--- src/rtl/intersection_phase_ctrl.sv ---
// rtl/intersection_phase_ctrl.sv - two-way intersection phase sequencer with pedestrian walk service
module intersection_phase_ctrl #(
  parameter int TICK_DIV      = 50000000,
  parameter int GRN_TICKS     = 20,
  parameter int MIN_GRN_TICKS = 10,
  parameter int YLW_TICKS     = 4,
  parameter int ALLRED_TICKS  = 2,
  parameter int WALK_TICKS    = 7
) (
  input  logic       clk_50_mhz,
  input  logic       reset_n,
  input  logic       nrth_pedo_button,
  input  logic       west_pedo_button,
  output logic       red_nrth,
  output logic       ylw_nrth,
  output logic       grn_nrth,
  output logic       red_west,
  output logic       ylw_west,
  output logic       grn_west,
  output logic       walk_nrth,
  output logic       stop_nrth,
  output logic       walk_west,
  output logic       stop_west,
  output logic       nrth_ped_q,
  output logic       west_ped_q,
  output logic [2:0] phase
);

  typedef enum logic [2:0] {
    RED_TO_NS = 3'd0,
    NS_GRN    = 3'd1,
    NS_YLW    = 3'd2,
    RED_TO_EW = 3'd3,
    EW_GRN    = 3'd4,
    EW_YLW    = 3'd5
  } state_t;

  // Timer never exceeds the longest duration minus one, since it clears on every state change.
  localparam int MAXT0 = (GRN_TICKS > YLW_TICKS) ? GRN_TICKS : YLW_TICKS;
  localparam int MAXT  = (MAXT0 > ALLRED_TICKS) ? MAXT0 : ALLRED_TICKS;
  localparam int TW    = (MAXT > 1) ? $clog2(MAXT) : 1;
  localparam int PW    = $clog2(TICK_DIV);

  localparam logic [PW-1:0] PRESC_END   = PW'(TICK_DIV - 1);
  localparam logic [TW-1:0] GRN_END     = TW'(GRN_TICKS - 1);
  localparam logic [TW-1:0] MIN_GRN_END = TW'(MIN_GRN_TICKS - 1);
  localparam logic [TW-1:0] YLW_END     = TW'(YLW_TICKS - 1);
  localparam logic [TW-1:0] ALLRED_END  = TW'(ALLRED_TICKS - 1);
  localparam logic [TW-1:0] WALK_END    = TW'(WALK_TICKS - 1);

  state_t        r_state, w_next, w_seq;
  logic [PW-1:0] r_presc;
  logic [TW-1:0] r_timer, w_dur_end;
  logic          r_nrth_s1, r_nrth_s2, r_nrth_prev, r_west_s1, r_west_s2, r_west_prev;
  logic          r_nrth_q, r_west_q;
  logic [2:0]    r_lamp_n, r_lamp_w;
  logic          r_walk_n, r_stop_n, r_walk_w, r_stop_w;
  logic          w_tick, w_nrth_evt, w_west_evt, w_gap, w_legal;
  logic          w_ns_entry, w_ew_entry, w_walk_n_nxt, w_walk_w_nxt;

  assign {red_nrth, ylw_nrth, grn_nrth} = r_lamp_n;
  assign {red_west, ylw_west, grn_west} = r_lamp_w;
  assign walk_nrth  = r_walk_n;
  assign stop_nrth  = r_stop_n;
  assign walk_west  = r_walk_w;
  assign stop_west  = r_stop_w;
  assign nrth_ped_q = r_nrth_q;
  assign west_ped_q = r_west_q;
  assign phase      = r_state;

  always_comb begin
    w_tick     = (r_presc == PRESC_END);
    w_nrth_evt = ~r_nrth_s2 & r_nrth_prev;
    w_west_evt = ~r_west_s2 & r_west_prev;
    w_legal    = 1'b1;
    w_seq      = RED_TO_NS;
    w_dur_end  = ALLRED_END;
    w_gap      = 1'b0;
    case (r_state)
      RED_TO_NS: w_seq = NS_GRN;
      NS_GRN: begin
        w_seq     = NS_YLW;
        w_dur_end = GRN_END;
        w_gap     = r_west_q && (r_timer >= MIN_GRN_END);
      end
      NS_YLW: begin
        w_seq     = RED_TO_EW;
        w_dur_end = YLW_END;
      end
      RED_TO_EW: w_seq = EW_GRN;
      EW_GRN: begin
        w_seq     = EW_YLW;
        w_dur_end = GRN_END;
        w_gap     = r_nrth_q && (r_timer >= MIN_GRN_END);
      end
      EW_YLW: begin
        w_seq     = RED_TO_NS;
        w_dur_end = YLW_END;
      end
      default: w_legal = 1'b0;
    endcase

    if (!w_legal)
      w_next = RED_TO_NS;
    else if (w_tick && ((r_timer == w_dur_end) || w_gap))
      w_next = w_seq;
    else
      w_next = r_state;

    w_ns_entry = (r_state == RED_TO_NS) && (w_next == NS_GRN);
    w_ew_entry = (r_state == RED_TO_EW) && (w_next == EW_GRN);

    // A press detected on the entry edge itself is served by this green.
    w_walk_n_nxt = r_walk_n;
    if (w_ns_entry)
      w_walk_n_nxt = r_nrth_q | w_nrth_evt;
    else if ((w_next != NS_GRN) || (w_tick && (r_timer == WALK_END)))
      w_walk_n_nxt = 1'b0;

    w_walk_w_nxt = r_walk_w;
    if (w_ew_entry)
      w_walk_w_nxt = r_west_q | w_west_evt;
    else if ((w_next != EW_GRN) || (w_tick && (r_timer == WALK_END)))
      w_walk_w_nxt = 1'b0;
  end

  always_ff @(posedge clk_50_mhz) begin
    if (!reset_n) begin
      r_state     <= RED_TO_NS;
      r_presc     <= '0;
      r_timer     <= '0;
      r_nrth_s1   <= 1'b1;
      r_nrth_s2   <= 1'b1;
      r_nrth_prev <= 1'b1;
      r_west_s1   <= 1'b1;
      r_west_s2   <= 1'b1;
      r_west_prev <= 1'b1;
      r_nrth_q    <= 1'b0;
      r_west_q    <= 1'b0;
      r_lamp_n    <= 3'b100;
      r_lamp_w    <= 3'b100;
      r_walk_n    <= 1'b0;
      r_stop_n    <= 1'b1;
      r_walk_w    <= 1'b0;
      r_stop_w    <= 1'b1;
    end else begin
      r_presc     <= w_tick ? '0 : r_presc + 1'b1;
      r_nrth_s1   <= nrth_pedo_button;
      r_nrth_s2   <= r_nrth_s1;
      r_nrth_prev <= r_nrth_s2;
      r_west_s1   <= west_pedo_button;
      r_west_s2   <= r_west_s1;
      r_west_prev <= r_west_s2;
      r_state     <= w_next;

      if (w_next != r_state)
        r_timer <= '0;
      else if (w_tick)
        r_timer <= r_timer + 1'b1;

      if (w_ns_entry)
        r_nrth_q <= 1'b0;
      else if (w_nrth_evt)
        r_nrth_q <= 1'b1;

      if (w_ew_entry)
        r_west_q <= 1'b0;
      else if (w_west_evt)
        r_west_q <= 1'b1;

      r_walk_n <= w_walk_n_nxt;
      r_stop_n <= ~w_walk_n_nxt;
      r_walk_w <= w_walk_w_nxt;
      r_stop_w <= ~w_walk_w_nxt;
      r_lamp_n <= {(w_next != NS_GRN) && (w_next != NS_YLW), w_next == NS_YLW, w_next == NS_GRN};
      r_lamp_w <= {(w_next != EW_GRN) && (w_next != EW_YLW), w_next == EW_YLW, w_next == EW_GRN};
    end
  end

endmodule
--- config.mk ---
export PLATFORM = sky130hd
export DESIGN_NAME = intersection_phase_ctrl
export DESIGN_NICKNAME = d
export VERILOG_FILES = /design/src/rtl/intersection_phase_ctrl.sv
export SDC_FILE = /design/constraint.sdc
export NUM_CORES = 1
export LEC_CHECK = 0
export CORE_ASPECT_RATIO = 1.75
export CORE_MARGIN = 2
export CORE_UTILIZATION = 41
export CTS_BUF_LIST = sky130_fd_sc_hd__clkbuf_8
export CTS_CLUSTER_DIAMETER = 100
export DETAILED_ROUTE_END_ITERATION = 12
export HOLD_SLACK_MARGIN = 0.05
export PLACE_DENSITY_LB_ADDON = 0.12
export SLEW_MARGIN = 20
export SYNTH_ARGS = -nofsm -noshare
export SYNTH_HDL_FRONTEND = slang
export SYNTH_SLANG_ARGS = --single-unit
export TNS_END_PERCENT = 100
--- constraint.sdc ---
create_clock -name clk_50_mhz -period 2.9 [get_ports clk_50_mhz]
set_clock_uncertainty 0.15 [all_clocks]
set_input_delay 0.58 -clock clk_50_mhz [delete_from_list [all_inputs] [get_ports clk_50_mhz]]
set_output_delay 0.58 -clock clk_50_mhz [all_outputs]
set_load 0.03 [all_outputs]
-- Word-level counts from Yosys, hierarchy flattened
Index checks and enable logic that the tools add are counted.
- add/sub/neg operators: 2
- $mul: 0
- divide/modulo/power cells: 0
- $lt $le $gt $ge: 1
- equality and inequality tests: 17
- shift-type cells: 0
- muxes and demuxes: 10
- bitwise gates (word level): 9
- reductions and logical operators: 19
- operator list (operator ; number):
    $add A26 B1 Y26 const B ; 1
    $eq A26 B26 Y1 const B ; 1
    $pmux W3 S5 ; 1
    $eq A3 B3 Y1 const B ; 4
    $reduce_or A2 Y1 ; 6
    $pmux W5 S2 ; 1
    $eq A3 B2 Y1 const B ; 3
    $logic_and A1 B1 Y1 ; 8
    $eq A3 B1 Y1 const B ; 2
    $mux W3 ; 2
    $ne A3 B3 Y1 const B ; 2
    $reduce_or A6 Y1 ; 1
    $add A5 B1 Y5 const B ; 1
    $eq A5 B3 Y1 const B ; 1
    $eq A5 B5 Y1 ; 1
    $ge A5 B4 Y1 const B ; 1
    $mux W1 ; 5
    $not A1 Y1 ; 5
    $logic_not A3 Y1 ; 1
    $logic_or A1 B1 Y1 ; 3
    $ne A3 B1 Y1 const B ; 1
    $ne A3 B2 Y1 const B ; 1
    $ne A3 B3 Y1 ; 1
    $and A1 B1 Y1 ; 2
    2 further kinds ; 3
- register bits: 52
- latch bits: 0
- memory bits (writable): 0
- memory bits (read-only): 0
- output and inout bits: 15
- word-level logic and storage cells: 75
- memories kept: 0

-- Longest topological paths before layout
- word-level depth: 13
- mapped depth: 8
- depth with buffers taken out: 8

-- Worst setup path before layout
OpenSTA, ideal clock, no wires.
- kind: reg-to-reg
- start point: register r_state[0] (netlist: phase[0])
- end point: register r_walk_n (netlist: walk_nrth)
- setup time: 59 ps
- arrival: 1992 ps
- data required time: 2691 ps
- setup slack: 699 ps
- cell stages (with the launch flop): 8
- buffers on the path: 1
- cells stage by stage: dfxtp_1 -> buf_2 -> nand3b_1 -> a221oi_1 -> a21oi_1 -> a21oi_4 -> mux2i_1 -> and2_1
- longest elaborated chain between the ends: 12
- elaborated cells between the ends (all ways): 24
- those cells by class: eq/ne (8); mux (8); reduce/logical (8)
- ends and longest elaborated chain (item ; RTL line ; source):
    start, declared ; 51 ; state_t r_state, w_next, w_seq;
    start signal, assigned ; 154 ; r_state <= w_next;
    $eq A3 B3 Y1 (tied with other cells) ; 79 ; case (r_state)
    $reduce_or A2 Y1 (no source line) ; - ;
    $pmux W5 S2 ; 79 ;
    $eq A5 B5 Y1 ; 105 ; else if (w_tick && ((r_timer == w_dur_end) || w_gap))
    $logic_or A1 B1 Y1 ; 105 ;
    $logic_and A1 B1 Y1 ; 105 ;
    $mux W3 ; 105 ;
    $mux W3 ; 103 ; if (!w_legal)
    $ne A3 B1 Y1 ; 117 ; else if ((w_next != NS_GRN) || (w_tick && (r_timer == WALK_END)))
    $logic_or A1 B1 Y1 ; 117 ;
    $mux W1 ; 117 ;
    $mux W1 (*) ; 115 ; if (w_ns_entry)
    end signal, assigned ; 171 ; r_walk_n <= w_walk_n_nxt;
    end, declared ; 57 ; logic r_walk_n, r_stop_n, r_walk_w, r_stop_w;
Mark *: on every way between the ends. The rest lies on a longest branch, timed or not.
A chain may end at the register's enable or synchronous reset.

-- Final worst setup path
- start point: register r_state[2] (netlist: phase[2])
- end point: output phase[2]
- RTL lines (item ; RTL line ; source):
    end, declared ; 26 ; output logic [2:0] phase
No word-level cell between the ends.

==> metrics.txt <==
ANT cells 0; RSZ-0062 raised after global routing no; area share of and/or/nand/nor cells after synthesis 0.301; synthesized cell area 2340 µm²; DP HPWL 3.57 mm; Crit. path cell count 1; RD Place Congestion 0.798; # resized after CTS 0; drt total wl 4.73 mm; Chip Height 104 µm; clk root buf clkbuf_8; CTS H-tree lvls 2; CP Buf/Inv Count 1; # setup viols final 0; Hold Crit Start r_west_s1; share of synthesized area occupied by flip-flops and latches 0.444; die area 6360 µm²; clock latency at the later pin of the worst-skew pair 0.30 ns; uppermost layer routed met4; Ports 19; post-synthesis adder-cell area fraction 0.0214; reg2reg start r_presc[0]; critical path arrival 1.70 ns; hold buffers post-CTS 0; DR WL met3 112 µm; grt ovf 0; Hold Path Depth 1; Crit. End Element primary output; Max IR drop VDD 0.000292 V; crit path launch type register; first-pass GRT wire length 8.16 mm; Met2 Routed Length 2.54 mm; post-synth top area cell dfxtp_1; Max Clock Freq 412 MHz; drt pass-1 iters 4; CP delay by family, top buffers and inverters; Cell Chain, Critical Path clkdlybuf4s50_1; Die W 61.2 µm; Core Footprint 5540 µm²; # nets final 288; top post-synthesis cells by area dfxtp_1 (44%), xor2_1 (6.0%), nor2_1 (5.9%); gr usage total 0.167; CP Launch Point phase[2]; status finished, final reports clean; critical path class reg -> out; MaxCap Viol Count 0; Initial DRC Count 88; initial antenna violation count 0; wire length on met1 1.86 mm; Post-Syn Instances 258; via/cell ratio 5.11; initial core utilization 0.423; number of global-route vias before repair 1847; critical path peak fanout 13; hold slack final 0.268 ns; drc violations 0; clock-pin slew on the worst setup and hold paths 0.09 ns; TritonCTS Sinks 52; Synthesis Warnings 0; Util after Layout 0.487; final setup margin 0.472 ns; Async S/R FF share, synth 0; Post-Synth XOR/XNOR Area 0.108; number of synthesized flops with an enable pin 0; area fraction in compound gates after synthesis 0.0865; P_leak 1.01 nW; P per Cell Area 432 nW/µm²; WL per Instance 13.2 µm; post-route ant nets 0; syn nets 266; setup bufs post-CTS 0; Inserted Clock Buffers 5; largest net degree at the start of global routing 24; area share of the largest cell type after synthesis 0.444; Worst-Margin Slew 0.602 ns; CP max stage delay 0.76 ns; total number of vias 1826; hold crit path type reg -> reg; Worst Reg2Reg Path Length in Cells 7; overall power 1.17 mW; row count 36; input/output buffers 18; TNS Setup 0 ns; min Tclk post-route 2.43 ns; Hold Vio Cnt, Final 0; syn avg cell area 9.08 µm²; CTS tree built; Yosys reg bits 52; Post-synth top flop dfxtp_1; mux contribution to synthesized area 0.00854; proportion of layout cells with a drive suffix above 1 0.0819; Final period util 0.837; Setup WS pre-CTS 0.480 ns; Slowest-stage cell, CP clkdlybuf4s50_1; slew margin rel. 0.594; largest family of logic cells by synthesized area simple AND/OR/NAND/NOR gates; Critical Path RT 2.17 ns; area grow syn2layout 15.2%; Distinct cells, synth 55; clock tree buffer depth 2; Slew Viols, Final 0
-- Yosys cell counts (2+ instances only) --
cell type and number:
a21oi_1 3, nand2_1 21, inv_1 9, nor3_1 6, or3_1 3, mux2i_1 2, and3_1 6, dfxtp_1 52
and2_1 6, nand3b_1 2, buf_2 3, clkbuf_1 3, or2_1 2, nand4_1 7, nand2b_1 6, nor2_1 37
ha_1 4, xnor2_1 13, xor2_1 16, o21ai_0 7, a31oi_1 2, nand4_2 2, nand3_1 10, nor2b_1 5
-- area by class of cell --
cell class | count | area (µm²)
clock buffers | 5 | 68.8
clock inverters | 3 | 18.8
fillers | 561 | 2840
inverters | 9 | 33.8
multi-input cells | 190 | 1230
flip-flops and latches | 52 | 1040
well taps | 76 | 95.1
repair buffers | 22 | 210
-- cell families (layout without fill, tap and decap cells) --
family	count (synthesis)	in the layout
xor gates and xnor gates	29	29
muxes	2	2
AOI/OAI and AO/OA	27	27
adders and majority gates	4	4
buffers and inverters	16	39
DFF	52	52
and+or+nand+nor	128	128
-- metal layers --
layer  track usage  vias up
met1         0.172      855
met3        0.0286       14
met4         0.101        0
met5             0        -
met2         0.293       30
li1              -      927
-- through the flow --
stage,std cells,cell area (µm²)
after floorplan,258,2340
after global placement,349,2610
after detailed placement,349,2610
after CTS,357,2700
after global routing,357,2700
final,357,2700
-- power breakdown --
group	total, mW	internal (mW)	switching, mW
Combinational	0.0364	0.0159	0.0205
Clock	0.402	0.169	0.234
Sequential	0.727	0.722	0.00512
Total	1.17	0.906	0.259
-- worst register-to-register path: cells and delay by family (launching register included) --
family	cells	cell delay, ns
and+or+nand+nor	3	0.98
AOI/OAI and AO/OA	3	0.60
adders and majority gates	1	0.22
DFF	1	0.37
-- sequential cells by signal (all words and copies together) (netlist names), 3 cells and up --
signal	flops
r_timer	5
r_presc	26
r_lamp_w	3
phase	3
r_lamp_n	3
-- layout by cell type (no fill, tap or decap), types with 3 or more instances in the layout --
| cell type | synthesis | routed |
|---|---|---|
| nand2b_1 | 6 | 6 |
| dfxtp_1 | 52 | 52 |
| inv_1 | 9 | 9 |
| nor2_1 | 37 | 37 |
| and2_1 | 6 | 6 |
| ha_1 | 4 | 4 |
| clkdlybuf4s50_1 | 0 | 18 |
| nand2_1 | 21 | 21 |
| xor2_1 | 16 | 16 |
| a21oi_1 | 3 | 3 |
| buf_4 | 0 | 4 |
| o21ai_0 | 7 | 7 |
| or3_1 | 3 | 3 |
| nand4_1 | 7 | 7 |
| nor2b_1 | 5 | 5 |
| nor3_1 | 6 | 6 |
| and3_1 | 6 | 6 |
| clkbuf_8 | 0 | 5 |
| nand3_1 | 10 | 10 |
| xnor2_1 | 13 | 13 |
-- final timing paths --
check                           slack [ns]   endpoint
worst max-delay path                  0.47   phase[2]
worst min-delay path                  0.27  r_west_s2
worst max register to register        0.48  walk_west
worst min register to register        0.27  r_west_s2
Note: power is estimated with default switching activity, not from simulation.
